<file path="config.mk">
export PLATFORM = sky130hd
export DESIGN_NAME = pc_sequencer
export DESIGN_NICKNAME = d
export VERILOG_FILES = /design/src/rtl/pc_sequencer.sv
export SDC_FILE = /design/constraint.sdc
export NUM_CORES = 1
export LEC_CHECK = 0
export CELL_PAD_IN_SITES_DETAIL_PLACEMENT = 0
export CELL_PAD_IN_SITES_GLOBAL_PLACEMENT = 1
export CORE_MARGIN = 4
export CORE_UTILIZATION = 47
export CTS_BUF_LIST = sky130_fd_sc_hd__clkbuf_4
export DETAILED_ROUTE_END_ITERATION = 10
export DONT_BUFFER_PORTS = 1
export PLACE_DENSITY_LB_ADDON = 0.25
export SLEW_MARGIN = 10
export SYNTH_ARGS = -nofsm -noshare
export SYNTH_HDL_FRONTEND = slang
export SYNTH_SLANG_ARGS = --single-unit
</file>
<file path="constraint.sdc">
create_clock -name clock -period 2.2 [get_ports clock]
set_input_delay 0.44 -clock clock [delete_from_list [all_inputs] [get_ports clock]]
set_output_delay 0.44 -clock clock [all_outputs]
set_load 0.02 [all_outputs]
</file>
<file path="src/rtl/pc_sequencer.sv">
// PC sequencer: IDLE/FETCH/EXEC/HALT control with fetch timeout and branch redirect.
// Optional taken-branch counter port enabled by defining BRANCH_COUNT_EN.
module pc_sequencer #(
  parameter logic [31:0] RESET_PC = 32'h0000_0000,
  parameter int          MAX_WAIT = 15
) (
  input  logic        clock,
  input  logic        reset,
  input  logic        fetch_ready,
  input  logic        stall,
  input  logic        branch,
  input  logic        zero,
  input  logic [31:0] branch_target,
  output logic [31:0] pc,
  output logic        fetch_req,
  output logic        instr_valid,
  output logic        flush,
  output logic        fetch_timeout,
`ifdef BRANCH_COUNT_EN
  output logic [15:0] branch_count,
`endif
  output logic [1:0]  state
);

  typedef enum logic [1:0] {
    IDLE  = 2'd0,
    FETCH = 2'd1,
    EXEC  = 2'd2,
    HALT  = 2'd3
  } state_t;

  localparam logic [7:0] LAST = 8'(MAX_WAIT - 1);

  state_t      st, st_n;
  logic [31:0] pc_n;
  logic [7:0]  wait_cnt, wait_n;
  logic        tmo_n, iv_n, flush_n, taken;

  assign state     = st;
  assign fetch_req = (st == FETCH);

  always_comb begin
    st_n    = st;
    pc_n    = pc;
    wait_n  = wait_cnt;
    tmo_n   = fetch_timeout;
    iv_n    = 1'b0;
    flush_n = 1'b0;
    taken   = 1'b0;
    unique case (1'b1)
      (st == IDLE): begin
        st_n   = FETCH;
        wait_n = 8'd0;
      end
      (st == FETCH): begin
        // A ready instruction beats a timeout in the same cycle
        if (fetch_ready) begin
          st_n = EXEC;
          iv_n = 1'b1;
        end else if (wait_cnt == LAST) begin
          st_n  = HALT;
          tmo_n = 1'b1;
        end else begin
          wait_n = wait_cnt + 8'd1;
        end
      end
      (st == EXEC): begin
        if (!stall) begin
          st_n   = FETCH;
          wait_n = 8'd0;
          if (branch && zero) begin
            pc_n    = {branch_target[31:2], 2'b00};
            flush_n = 1'b1;
            taken   = 1'b1;
          end else begin
            pc_n = pc + 32'd4;
          end
        end
      end
      (st == HALT): begin
        st_n = HALT;
      end
    endcase
  end

  always_ff @(posedge clock) begin
    if (reset) begin
      st            <= IDLE;
      pc            <= RESET_PC;
      wait_cnt      <= 8'd0;
      fetch_timeout <= 1'b0;
      instr_valid   <= 1'b0;
      flush         <= 1'b0;
    end else begin
      st            <= st_n;
      pc            <= pc_n;
      wait_cnt      <= wait_n;
      fetch_timeout <= tmo_n;
      instr_valid   <= iv_n;
      flush         <= flush_n;
    end
  end

`ifdef BRANCH_COUNT_EN
  always_ff @(posedge clock) begin
    if (reset)
      branch_count <= 16'd0;
    else if (taken && branch_count != 16'hFFFF)
      branch_count <= branch_count + 16'd1;
  end
`else
  logic unused_taken;
  assign unused_taken = taken;
`endif

endmodule

</file>
# Word-level counts from Yosys, hierarchy flattened
# Cells that the tools add are included.
[totals]
inputBits = 38
regBits = 45
elab_cells = 40
[op_classes]
bitwise = 4
n_eq_ne = 8
addsub = 2
n_mux = 11
n_reduce_logical = 9
[ops]
columns = ["op", "n"]
rows = [
  ["adder 32 x 3 -> 32 bit (second input constant)", 1],
  ["2-to-1 mux 32 bit", 1],
  ["2-to-1 mux 8 bit", 3],
  ["case mux 8 bit (3 select lines)", 1],
  ["adder 8 x 1 -> 8 bit (second input constant)", 1],
  ["equality test 8 x 4 -> 1 bit (second input constant)", 1],
  ["case mux 2 bit (4 select lines)", 1],
  ["2-to-1 mux 2 bit", 3],
  ["inequality test 2 bit (second input constant)", 3],
  ["equality test 2 bit (second input constant)", 2],
  ["NOT 1 bit", 4],
  ["AND reduction 2 bit", 2],
  ["AND reduction 4 bit", 1],
  ["inequality test 3 x 2 -> 1 bit (second input constant)", 1],
  ["AND reduction 3 bit", 1],
  ["nonzero test 3 bit", 1],
  ["OR reduction 3 bit", 1],
  ["equality test 2 x 1 -> 1 bit (second input constant)", 1],
  ["logical NOT 2 bit", 1],
  ["2-to-1 mux 1 bit", 2],
  ["OR reduction 2 bit", 1],
  ["logical AND 1 bit", 1],
]

# Logic depth before layout (Yosys ltp)
[depth]
word_depth = 4
ltp_mapped = 7
ltp_nobuf = 6

# Least setup slack after synthesis
# OpenSTA, ideal clock, no wires.
[synth_path]
path_kind = "reg2reg"
start = "register pc[10]"
end = "register pc[23]"
path_buffers = 2
path_stages_with_launch = 8
required_time_ns = 2.068
slack_ns = 0.154
synth_period_minus_slack_ns = 2.046
arrival_ns = 1.913
path_cell_list = "dfxtp_1 > buf_4 > nand4_2 > or4_1 > buf_2 > o311a_1 > a21oi_1 > a31oi_1"
[synth_via]
elab_chain_cells = 2
[synth_lines]
columns = ["element", "line", "text"]
rows = [
  ["start, declared", "14", "output logic [31:0] pc,"],
  ["start signal, assigned", "96", "pc <= pc_n;"],
  ["adder 32 x 3 -> 32 bit", "76", "pc_n = pc + 32'd4;"],
  ["2-to-1 mux 32 bit", "71", "if (branch && zero) begin"],
]
# No other way between the ends.
# A chain may end at the register's enable or synchronous reset.

# Worst setup path after layout
[layout_path]
start = "register pc[13]"
end = "register pc[29]"
# Same word-level chain as after synthesis.

==> results.yml <==
setup_path:
  critical_path_arrival_ns: 2.21
  timing.critical_path.from: "pc[13]"
  critical_path.max_fanout: 7
  cp.required_ns: 2.46
  critical_path_class: "register to register"
  r2r-end: "pc[29]"
  ff2ff_path_depth: 5
  ff2ff_setup_slack_ns: 0.25
  worstSetupEndpointType: "register"
  worstReg2RegStart: "pc[13]"
  startpoint_type: "register"
  crit_end: "pc[29]"
routing:
  drc: 0
  wl_um: 7140
  dr.pass1.iters: 4
  viasPerCell: 6.08
  vias: 2598
  wl_per_cell_um: 16.7
  drt-initial-drc-count: 199
  ant_nets: 0
pwr:
  p_per_area_nw_per_um2: 519
  clkPwrFrac_pct: 33.2
  p_int_mw: 1.10
  switchingPower_uw: 404
  pwr-share-comb_pct: 12.3
  p_sw_share_pct: 26.9
  p_leak_nw: 0.991
  ir_drop_v: 0.000336
  seqPwrFrac_pct: 54.5
clock_network:
  cts_buffers: 5
  cts-resized-gates: 0
  clockRootBuffer: "clkbuf_4"
  cts_tree: "yes"
  clock_latency_ns: 0.35
  clockBufferDepth: 2
  post-cts-setup-buffers: 0
  cts_sinks: 43
  cts_hold_repair.buffers: 0
  htree_levels: 2
  path_clk_slew_ns: 0.13
global_routing:
  grtUsageMet2_pct: 34.9
  grt_pass1_vias: 2436
  antenna_found_initial: 0
  grt_first_pass_wirelength_um: 11700
  gr-usage-all-layers_pct: 22.6
  grt_max_degree: 40
  grt.met1_usage_pct: 31.8
  overflow: 0
  busiest_layer: "met2"
  met3_usage_pct: 4.43
timing:
  fin_crit_sh_pct: 88.6
  hold_violations: 0
  setup_viol: 0
  finalSetupTns_ns: 0
  rsz0062_at_grt: "no"
  layout_min_cycle_time_ns: 1.95
  timing.hold.ws_ns: 0.137
  skew_ns: 0.00704
  finalMaxSlewViolations: 0
  max_freq_mhz: 513
yosys:
  synth_seq_cells: 43
  syn_area_per_cell_um2: 7.53
  ys_warn_count: 0
  synth_cell_types: 52
  netlist_instances: 335
  synthArstFlopShare_pct: 0
  synth_edf_count: 0
  syn_area_um2: 2520
  ys_seq_area_share_pct: 34.1
  synth_flop_cell: "dfxtp_1"
finish:
  nets: 397
  final.fill_count: 528
  final_core_util_pct: 56.3
  n_antenna_cell: 0
  layout-drive-gt1-share_pct: 14.3
  syn_to_final_growth_pct: 14.8
job:
  cap_viol_max_count: 0
outcome:
  status: "finished, final reports clean"
die:
  start_util_pct: 49.1
  die_w_um: 81.2
  die_y_um: 81.2
  rows: 26
  ios: 76
  die-area_um2: 6600
  core_region_area_um2: 5140
min_path:
  hold_path.class: "primary input to register"
place:
  place.gp.congestion: 0.854
  port_buffers: 0
  dp_hpwl_um: 5160
-- flip-flops by register name, indices dropped and copies added (netlist names) --
signal and flops:
instr_valid 1, flush 1, wait_cnt 8, pc 30, state 2, fetch_timeout 1
-- worst max-delay path: stages, from the launching register on --
cell and delay (ns):
dfxtp_1 0.38, nand4_2 0.15, or4_1 0.72, nor3_4 0.34, a311o_1 0.21, o21ai_1 0.06
-- metal layers --
layer	up-vias	wire length [µm]
li1	1296	-
met1	1227	3300
met2	68	3230
met3	7	537
met4	0	68
met5	-	0
-- power groups by stage --
stage               sequential [mW]  combinational [mW]  clock, mW
floorplan                     0.856               0.119          0
global placement              0.836               0.182          0
detailed placement            0.837               0.183          0
CTS                           0.820               0.184      0.515
global route                  0.824               0.205      0.549
finish                        0.820               0.184      0.499
-- stage by stage --
stage               power, mW  setup slack, ns  instances  instance area, µm²
floorplan               0.975            0.154        336                2520
global placement         1.02            0.289        419                2820
detailed placement       1.02            0.252        419                2820
CTS                      1.52            0.232        427                2890
global route             1.58           0.0394        427                2890
finish                   1.50            0.250        427                2890
-- cells by family after synthesis --
logic type                 Yosys count  share of synthesized area, %
AOI/OAI and AO/OA                   97                          24.8
xor gates and xnor gates             7                          2.43
adders and majority gates            3                          1.49
buffers and inverters               31                          5.16
DFF                                 43                          34.1
muxes                                1                         0.397
other                                1                         0.149
and+or+nand+nor                    152                          31.5
-- layout make-up --
| class | count | area (µm²) | share of cell area (%) |
|---|---|---|---|
| multi-input combinational | 262 | 1540 | 53.2 |
| sequential | 43 | 861 | 29.7 |
| clock buffer | 5 | 37.5 | 1.30 |
| tap | 70 | 87.6 | 3.03 |
| clock inverter | 3 | 38.8 | 1.34 |
| inverter | 7 | 26.3 | 0.908 |
| timing repair buffer | 37 | 303 | 10.5 |
-- cells in the final DEF, fill, tap and decap left out, drive strengths merged, types with 4 or more instances in the layout --
| cell type | netlist | layout |
|---|---|---|
| nand3 | 26 | 26 |
| a31oi | 10 | 10 |
| o21ai | 17 | 17 |
| nand2 | 37 | 37 |
| buf | 6 | 37 |
| xnor2 | 4 | 4 |
| a21oi | 30 | 30 |
| nor3 | 10 | 10 |
| and3 | 10 | 10 |
| nor4 | 5 | 5 |
| a22oi | 4 | 4 |
| inv | 7 | 7 |
| clkbuf | 18 | 5 |
| nand4 | 9 | 9 |
| or4 | 6 | 6 |
| a211oi | 8 | 8 |
| o32ai | 4 | 4 |
| nor2 | 30 | 30 |
| nand2b | 5 | 5 |
| dfxtp | 43 | 43 |
-- worst min path at each step --
stage / startpoint / to / slack (ns) / cells after the start
6_report: reset / pc[30] / 0.14 / 1
5_1_grt: reset / state[0] / 0.11 / 1
4_1_cts: reset / wait_cnt[1] / 0.12 / 1
3_5_place_dp: wait_cnt[7] / wait_cnt[7] / 0.52 / 2
3_3_place_gp: wait_cnt[7] / wait_cnt[7] / 0.51 / 2
2_1_floorplan: wait_cnt[7] / wait_cnt[7] / 0.49 / 2
-- synthesized netlist by cell type (2+ instances only) --
cell type	count	area [µm²]
a211oi_1	8	60.1
a21o_1	3	22.5
a21oi_1	30	150
a22oi_1	4	30.0
a311o_1	2	20.0
a311oi_1	3	26.3
a31oi_1	10	62.6
a32oi_1	2	17.5
and2_1	3	18.8
and3_1	10	62.6
and4_1	3	26.3
buf_1	2	7.51
buf_4	3	22.5
clkbuf_1	17	63.8
dfxtp_1	43	861
ha_1	3	37.5
inv_1	7	26.3
nand2_1	37	139
nand2b_1	5	31.3
nand3_1	26	130
nand4_1	7	43.8
nand4_2	2	25.0
nor2_1	30	113
nor3_1	9	45.0
nor4_1	4	25.0
o211ai_1	2	15.0
o21ai_0	16	80.1
o22ai_1	2	12.5
o311a_1	2	20.0
o31ai_1	3	22.5
o32ai_1	4	35.0
or3_1	3	18.8
or4_1	6	45.0
xnor2_1	4	35.0
xor2_1	3	26.3
Note: power is estimated with default switching activity, not from simulation.
